[config.mk]
export PLATFORM = sky130hd
export DESIGN_NAME = cordic_fix2float_flat
export DESIGN_NICKNAME = d
export VERILOG_FILES = /design/src/rtl/cordic_pkg.sv /design/src/rtl/cordic_fix2float_if.sv /design/src/rtl/cordic_fix2float_lzd32.sv /design/src/rtl/cordic_fix2float.sv /design/src/flat_wrapper.sv
export SDC_FILE = /design/constraint.sdc
export NUM_CORES = 1
export LEC_CHECK = 0
export ABC_CLOCK_PERIOD_IN_PS = 4700
export BUFFER_PORTS_ARGS = -buffer_cell sky130_fd_sc_hd__buf_2
export CAP_MARGIN = 5
export CELL_PAD_IN_SITES_DETAIL_PLACEMENT = 2
export CELL_PAD_IN_SITES_GLOBAL_PLACEMENT = 2
export CORE_ASPECT_RATIO = 1.5
export CORE_MARGIN = 2
export CORE_UTILIZATION = 39
export DETAILED_ROUTE_END_ITERATION = 16
export GPL_ROUTABILITY_DRIVEN = 0
export GPL_TIMING_DRIVEN = 0
export PLACE_DENSITY = 0.86
export SLEW_MARGIN = 20
export SYNTH_ARGS = -nofsm -noshare
export SYNTH_HDL_FRONTEND = slang
export SYNTH_SLANG_ARGS = --single-unit
[constraint.sdc]
create_clock -name clock -period 4.7 [get_ports clock]
set_input_delay 0.235 -clock clock [delete_from_list [all_inputs] [get_ports clock]]
set_output_delay 0.235 -clock clock [all_outputs]
set_load 0.01 [all_outputs]
[src/rtl/cordic_pkg.sv]
// Shared constants and float layout for the cosine accelerator datapath.
// Imported by the CORDIC core and by the fixed-to-float output stage.
package cordic_pkg;

  localparam int FP_BIAS   = 127;
  localparam int Q_FRAC    = 31;
  localparam int FP_MANT_W = 23;
  localparam int FP_EXP_W  = 8;

  // Biased exponent of a Q1.31 bit at position 0.
  localparam int EXP_OFS = FP_BIAS - Q_FRAC;

  typedef struct packed {
    logic                 sign;
    logic [FP_EXP_W-1:0]  exp;
    logic [FP_MANT_W-1:0] mant;
  } fp32_t;

endpackage

[src/rtl/cordic_fix2float_if.sv]
// Sample bus into and out of the fixed-to-float stage.
// Valid-qualified in both directions; no ready, stalls come from clk_en.
interface cordic_fix2float_if;

  logic        in_valid;
  logic [31:0] dataa;
  logic        out_valid;
  logic [31:0] result;

  modport master (output in_valid, output dataa, input out_valid, input result);
  modport slave  (input in_valid, input dataa, output out_valid, output result);

endinterface

[src/rtl/cordic_fix2float_lzd32.sv]
// Combinational leading-one detector for a 32-bit word.
// Zero latency; pos is 0 when din is zero, nz flags a non-zero word.
module lzd32 (
  input  logic [31:0] din,
  output logic [4:0]  pos,
  output logic        nz
);

  always_comb begin
    pos = '0;
    for (int i = 0; i < 32; i++) begin
      if (din[i]) pos = 5'(i);
    end
  end

  assign nz = |din;

endmodule

[src/rtl/cordic_fix2float.sv]
// Q1.31 to IEEE-754 single conversion, 3 enabled cycles of latency, 1 sample per cycle.
// No backpressure: clk_en low freezes every stage and valid bit.
module cordic_fix2float
  import cordic_pkg::*;
#(
  parameter bit ROUND_NEAREST = 1'b1
) (
  input  logic                     clock,
  input  logic                     aclr,
  input  logic                     clk_en,
  cordic_fix2float_if.slave        bus
);

  // S1: sign and magnitude
  logic        vld1_q, sign1_q, sign1_d;
  logic [31:0] mag1_q, mag1_d;

  // S2: leading-one position
  logic        vld2_q, sign2_q, nz2_q, nz2_d;
  logic [31:0] mag2_q;
  logic [4:0]  p2_q, p2_d;

  // S3: packed float
  logic        vld3_q;
  fp32_t       res_q, res_d;

  logic [30:0] n3;
  logic [22:0] m_trunc;
  logic        g3, s3, rnd_up;
  logic [23:0] m_sum;
  logic [7:0]  e3;

  assign sign1_d = bus.dataa[31];
  // -0x80000000 wraps to 0x80000000, which is the correct unsigned magnitude.
  assign mag1_d  = sign1_d ? (~bus.dataa + 32'd1) : bus.dataa;

  lzd32 u_lzd (
    .din (mag1_q),
    .pos (p2_d),
    .nz  (nz2_d)
  );

  always_comb begin
    n3      = 31'(mag2_q << (5'd31 - p2_q));
    m_trunc = n3[30:8];
    g3      = n3[7];
    s3      = |n3[6:0];
    rnd_up  = ROUND_NEAREST && g3 && (s3 || m_trunc[0]);
    // A carry out of the mantissa leaves it at zero and bumps the exponent.
    m_sum   = {1'b0, m_trunc} + {23'd0, rnd_up};
    e3      = 8'(EXP_OFS) + {3'd0, p2_q} + {7'd0, m_sum[23]};
    res_d   = '0;
    if (nz2_q) begin
      res_d.sign = sign2_q;
      res_d.exp  = e3;
      res_d.mant = m_sum[22:0];
    end
  end

  always_ff @(posedge clock or posedge aclr) begin
    if (aclr) begin
      vld1_q  <= 1'b0;
      sign1_q <= 1'b0;
      mag1_q  <= '0;
      vld2_q  <= 1'b0;
      sign2_q <= 1'b0;
      mag2_q  <= '0;
      p2_q    <= '0;
      nz2_q   <= 1'b0;
      vld3_q  <= 1'b0;
      res_q   <= '0;
    end else if (clk_en) begin
      vld1_q  <= bus.in_valid;
      sign1_q <= sign1_d;
      mag1_q  <= mag1_d;
      vld2_q  <= vld1_q;
      sign2_q <= sign1_q;
      mag2_q  <= mag1_q;
      p2_q    <= p2_d;
      nz2_q   <= nz2_d;
      vld3_q  <= vld2_q;
      res_q   <= res_d;
    end
  end

  assign bus.out_valid = vld3_q;
  assign bus.result    = res_q;

endmodule

[src/flat_wrapper.sv]
// flat-port wrapper written by rule: the top's interface ports become plain ports
module cordic_fix2float_flat import cordic_pkg::*;
#(
  parameter bit ROUND_NEAREST = 1'b1
)
  (clock, aclr, clk_en, bus_in_valid, bus_dataa, bus_out_valid, bus_result);
  cordic_fix2float_if bus_i ();
  input  logic clock;
  input  logic aclr;
  input  logic clk_en;
  input wire logic [$bits(bus_i.in_valid)-1:0] bus_in_valid;
  input wire logic [$bits(bus_i.dataa)-1:0] bus_dataa;
  output wire logic [$bits(bus_i.out_valid)-1:0] bus_out_valid;
  output wire logic [$bits(bus_i.result)-1:0] bus_result;
  assign bus_i.in_valid = bus_in_valid;
  assign bus_i.dataa = bus_dataa;
  assign bus_out_valid = bus_i.out_valid;
  assign bus_result = bus_i.result;
  cordic_fix2float #(.ROUND_NEAREST(ROUND_NEAREST)) u_core (.clock(clock), .aclr(aclr), .clk_en(clk_en), .bus(bus_i));
endmodule
## Yosys cells after proc, flatten, opt, wreduce, memory -nomap -nowiden

Index checks and enable logic that the tools add are counted.
Widths: inputs -> output; s select.

- Flip-flop bits (word level): 107
- Input port bits: 36
- Output and inout bits: 33
- Word-level logic and storage cells: 56

- Shift operators: 1
- Add/subtract/negate cells: 5
- Muxes and demuxes: 33
- Reductions and logical operators: 4
- Bitwise gates (word level): 1

Operators by type and width:

| kind | count |
|---|---|
| $mux 5 | 30 |
| $mux 32 | 2 |
| $add 32x1->32 const B | 1 |
| $not 32->32 | 1 |
| $reduce_or 32->1 | 1 |
| $shl 32x5->31 | 1 |
| $add 23x1->24 | 1 |
| $add 7x5->8 const A | 1 |
| $add 8x1->8 | 1 |
| $reduce_or 7->1 | 1 |
| $sub 5x5->5 const A | 1 |
| $logic_and 1x1->1 | 1 |
| $logic_or 1x1->1 | 1 |
| $mux 1 | 1 |

## Depth between registers and ports, before layout

- Word-level depth: 31
- Mapped depth: 18
- Depth with buffers taken out: 13

## Modules after synthesis

A second synthesis with hierarchy kept.

- Cells, all modules: 774
- Area, all modules: 7544.7 um2

Modules (own cells, without submodules):

| module | cells an instance | area an instance (um2) | instances |
|---|---|---|---|
| cordic_fix2float | 712 | 7178.1 | 1 |
| lzd32 | 62 | 366.6 | 1 |

## Least setup slack after synthesis

OpenSTA, ideal clock, no wires.

- Path type: register to register
- From: register u_core.p2_q[0]
- To: register u_core.res_q, in the netlist u_core.bus.result[27]
- Slack: 0.900 ns
- Cell stages (with the launch flop): 17
- Data arrival time: 3.679 ns
- Setup time: 0.121 ns
- Period minus slack after synthesis: 3.800 ns
- Path through: dfrtp_1 > buf_2 > buf_4 > buf_2 > buf_4 > mux2i_1 > nand3_1 > a21oi_1 > nand4_1 > or4_1 > nor4_1 > nor3b_1 > ha_1 > ha_1 > nand3_1 > xnor2_1 > a22o_1

- Cells in the longest elaborated chain, start to end: 8

RTL lines:

| item | line | text |
|---|---|---|
| start, declared | cordic_fix2float.sv:21 | `logic [4:0] p2_q, p2_d;` |
| start signal, assigned | cordic_fix2float.sv:79 | `p2_q <= p2_d;` |
| $sub 5x5->5 | cordic_fix2float.sv:44 | `n3 = 31'(mag2_q << (5'd31 - p2_q));` |
| $shl 32x5->31 | cordic_fix2float.sv:44 |  |
| $reduce_or 7->1 | cordic_fix2float.sv:47 | `s3 = \|n3[6:0];` |
| $logic_or 1x1->1 | cordic_fix2float.sv:48 | `rnd_up = ROUND_NEAREST && g3 && (s3 \|\| m_trunc[0]);` |
| $logic_and 1x1->1 | cordic_fix2float.sv:48 |  |
| $add 23x1->24 | cordic_fix2float.sv:50 | `m_sum = {1'b0, m_trunc} + {23'd0, rnd_up};` |
| $add 8x1->8 (*) | cordic_fix2float.sv:51 | `e3 = 8'(EXP_OFS) + {3'd0, p2_q} + {7'd0, m_sum[23]};` |
| $mux 32 (*) | cordic_fix2float.sv:53 | `if (nz2_q) begin` |
| end signal, assigned | cordic_fix2float.sv:82 | `res_q <= res_d;` |
| end, declared | cordic_fix2float.sv:25 | `fp32_t res_q, res_d;` |

Every way passes the cells marked *; elsewhere a longest branch is shown, timed or not.
A chain may end at the register's enable or synchronous reset.

## Final worst setup path

- From: register u_core.p2_q[1]
- To: register u_core.res_q, in the netlist u_core.bus.result[27]

Same word-level chain as after synthesis.

==> run_summary.xml <==
<?xml version="1.0" encoding="UTF-8"?>
<metrics>
  <group name="grt">
    <metric name="number_of_antenna_violations_at_the_first_check_in_global_routing" unit="">0</metric>
    <metric name="grt_max_degree" unit="">56</metric>
    <metric name="grt_pass1_wl" unit="µm">46200</metric>
    <metric name="grt.overflow.total" unit="">0</metric>
    <metric name="via_count_of_the_first_global_routing_pass" unit="">7795</metric>
    <metric name="grt_usage" unit="">0.292</metric>
  </group>
  <group name="critical_path">
    <metric name="worstSetupStartpointType" unit="">flop</metric>
    <metric name="endpoint_kind" unit="">flop</metric>
    <metric name="data_required_time_at_the_worst_endpoint" unit="ns">4.96</metric>
    <metric name="r2r_setup_slack" unit="ns">0.21</metric>
    <metric name="worst-setup-path-type" unit="">flop to flop</metric>
    <metric name="critical_path_peak_fanout" unit="">10</metric>
    <metric name="reg2reg_depth" unit="">16</metric>
    <metric name="worst_path_arrival" unit="ns">4.75</metric>
  </group>
  <group name="clocking">
    <metric name="clkSlewWorstSetupHoldPaths" unit="ns">0.09</metric>
    <metric name="tritoncts_clock_tree" unit="">yes</metric>
    <metric name="htreeDepth" unit="">3</metric>
    <metric name="cts_num_sinks" unit="">106</metric>
    <metric name="inserted_clock_buffers" unit="">9</metric>
    <metric name="insertion_delay" unit="ns">0.38</metric>
    <metric name="ctsLongestPathBuffers" unit="">2</metric>
    <metric name="clk_root_buffer_cell" unit="">clkbuf_16</metric>
  </group>
  <group name="logic_synthesis">
    <metric name="syn_std_cell_area" unit="µm²">7590</metric>
    <metric name="synth_top_cells_by_count" unit="">dfrtp_1 (106), nor2_1 (68), mux2_2 (55)</metric>
    <metric name="ys_async_sr_fraction" unit="">1.00</metric>
    <metric name="synth.area.top_cells" unit="">dfrtp_1 (35%), mux4_2 (10%), mux2_2 (8.2%)</metric>
    <metric name="syn_nets" unit="">793</metric>
    <metric name="synth_most_common_cell" unit="">dfrtp_1</metric>
    <metric name="synth_sequential_area_ratio" unit="">0.350</metric>
    <metric name="post_synth.cell_area_avg" unit="µm²">10.1</metric>
    <metric name="yosysWarningCount" unit="">0</metric>
    <metric name="synth_top_flop_cell" unit="">dfrtp_1</metric>
    <metric name="yosysTopAreaCell" unit="">dfrtp_1</metric>
    <metric name="synth_edf_count" unit="">0</metric>
    <metric name="synthCells" unit="">753</metric>
    <metric name="post_synth_num_cell_types" unit="">70</metric>
    <metric name="synth.ff_latch_count" unit="">106</metric>
    <metric name="synth.top_cell.area_share" unit="">0.350</metric>
  </group>
  <group name="worst_hold_path">
    <metric name="worst_hold_path.num_cells" unit="">2</metric>
    <metric name="holdCritPathClass" unit="">input port to flop</metric>
  </group>
  <group name="placement">
    <metric name="place.port_buffers" unit="">68</metric>
    <metric name="placed_cells" unit="">1078</metric>
    <metric name="place.detailed.hpwl" unit="µm">22200</metric>
    <metric name="pre_cts_slack" unit="ns">-0.393</metric>
  </group>
  <group name="floorplanning">
    <metric name="boundaryPins" unit="">69</metric>
    <metric name="start_util" unit="">0.398</metric>
    <metric name="die-area" unit="µm²">20600</metric>
    <metric name="floorplan.die.height" unit="µm">175</metric>
    <metric name="placementRows" unit="">62</metric>
    <metric name="core_area" unit="µm²">19100</metric>
    <metric name="floorplan.die.width" unit="µm">118</metric>
  </group>
  <group name="outcome">
    <metric name="run_status" unit="">finished clean</metric>
  </group>
  <group name="finish">
    <metric name="final-instance-count-excl-fill" unit="">1093</metric>
    <metric name="final_core_utilization" unit="">0.453</metric>
    <metric name="antenna_cells" unit="">0</metric>
    <metric name="final.fill_count" unit="">2070</metric>
    <metric name="post_route_cells_drive_above_1_share" unit="">0.256</metric>
    <metric name="finalNetCount" unit="">872</metric>
    <metric name="syn_to_final_growth" unit="%">13.9</metric>
  </group>
  <group name="power_and_ir_drop">
    <metric name="power.total" unit="W">0.00357</metric>
    <metric name="power.density" unit="nW/µm²">412</metric>
    <metric name="vdd.ir_drop.worst" unit="mV">0.179</metric>
    <metric name="power_leakage" unit="nW">3.53</metric>
  </group>
  <group name="timing">
    <metric name="final_hold_viol_count" unit="">0</metric>
    <metric name="report.final.setup_viol" unit="">0</metric>
    <metric name="grt_setup_unrepaired" unit="">no</metric>
    <metric name="layout_setup_ws" unit="ns">0.214</metric>
    <metric name="final.period_utilization" unit="">0.955</metric>
    <metric name="worst_pin_slew" unit="ns">0.994</metric>
    <metric name="finalWorstPathRequiredPeriod" unit="ns">4.49</metric>
    <metric name="clock-skew-final" unit="ns">0.0118</metric>
    <metric name="achievable_clock_frequency" unit="MHz">223</metric>
    <metric name="max-slew-margin-rel" unit="">0.328</metric>
    <metric name="final-max-slew-violation-count" unit="">0</metric>
  </group>
  <group name="detailed_routing">
    <metric name="drt_iter0_markers" unit="">469</metric>
    <metric name="vias" unit="">6860</metric>
    <metric name="drc" unit="">0</metric>
    <metric name="first_pass_iters" unit="">5</metric>
    <metric name="drt-total-wl" unit="µm">29100</metric>
    <metric name="avgViaCountPerCell" unit="">6.28</metric>
    <metric name="detail-route-antenna-nets" unit="">0</metric>
    <metric name="post_drt_wl_per_cell" unit="µm">26.6</metric>
  </group>
  <group name="job">
    <metric name="drv_cap" unit="">0</metric>
  </group>
</metrics>
## placed cells by master (no fill, tap or decap), types with 6 or more instances in the layout
cell type  count
clkbuf_1      27
nand2_1       42
or4_1          8
xor2_1        32
o2bb2ai_1      9
nor4_1        14
mux2i_1       33
a22o_1        22
a31oi_1        6
xnor2_1       17
nand4_1        6
mux2_2        55
nand2b_1       9
nor2_1        68
nor3_1        18
o31ai_1       13
mux4_2        34
clkbuf_16      9
inv_1         14
o22ai_1        6
o21ai_0       22
buf_2         78
dfrtp_1      106
a211oi_1       6
nor2b_1       11
nand3_1       15
a21oi_1       48
## flip-flops by register name, indices dropped and copies added, names as in the netlist, 5 cells and up
| register | flops |
|---|---|
| u_core.bus.result | 32 |
| u_core.mag2_q | 31 |
| u_core.mag1_q | 32 |
| u_core.p2_q | 5 |
## layout make-up
class,count,area [µm²],share of cell area
Buffer,52,294,0.0340
Multi-Input combinational cell,577,4620,0.534
Clock inverter,7,91.3,0.0106
Tap cell,256,320,0.0370
Timing Repair Buffer,70,378,0.0437
Sequential cell,106,2650,0.307
Clock buffer,9,225,0.0260
Inverter,16,65.1,0.00752
## worst paths after layout
| path | from | endpoint |
|---|---|---|
| max | u_core.p2_q[1] | u_core.bus.result[27] |
| min | bus_in_valid | u_core.vld1_q |
| max reg2reg | u_core.p2_q[1] | u_core.bus.result[27] |
| min reg2reg | u_core.bus.result[28] | u_core.bus.result[28] |
| max in group asynchronous | aclr | u_core.bus.result[30] |
| min in group asynchronous | aclr | u_core.mag1_q[3] |
## power breakdown
group	switching, W	leakage (nW)	internal (W)	total (W)
clock	0.000436	0.152	0.000385	0.000821
sequential	0.000197	1.20	0.00107	0.00127
combinational	0.000830	2.18	0.000648	0.00148
## through the flow
step	setup TNS [ns]	hold slack, ns	instance area [µm²]
floorplan	0	0.387	7590
global placement	-0.551	0.468	8250
detailed placement	-1.36	0.317	8280
CTS	0	0.107	8620
global route	0	0.108	8650
finish	0	0.108	8650
## worst max-delay path, stage by stage (launching register included)
cell	delay, ns
dfrtp_1	0.42
buf_4	0.21
buf_12	0.17
buf_12	0.16
buf_12	0.15
nand2_1	0.16
or3_1	0.50
o21ai_1	0.31
nand3_1	0.20
or4_1	0.61
nor4_2	0.33
nor3b_2	0.26
ha_1	0.21
ha_1	0.21
nand3_1	0.11
xnor2_1	0.15
a22o_1	0.22
## routing by layer
layer / up-vias / track usage / wire (µm)
met3: 125 / 0.0578 / 1560
met5: - / 0 / 0
li1: 2981 / - / -
met1: 3457 / 0.290 / 9890
met4: 0 / 0.203 / 2260
met2: 297 / 0.539 / 15400
## logic make-up (layout without fill, tap and decap cells)
logic type                 count (synthesis)  in the layout  synth area share
muxes                                    128            128             0.238
and+or+nand+nor                          218            218             0.143
adders and majority gates                  4              4           0.00660
DFF                                      106            106             0.350
buffers and inverters                     70            154            0.0462
xor gates and xnor gates                  49             49            0.0566
AOI/OAI and AO/OA                        178            178             0.160
## what timing repair did
item,CTS,global route
hold endpoints to repair,51,0
setup buffers,0,0
setup endpoints to repair,7,7
resized for setup,6,11
hold buffers,1,0
pin swaps,0,0
(Power assumes the default switching activity.)
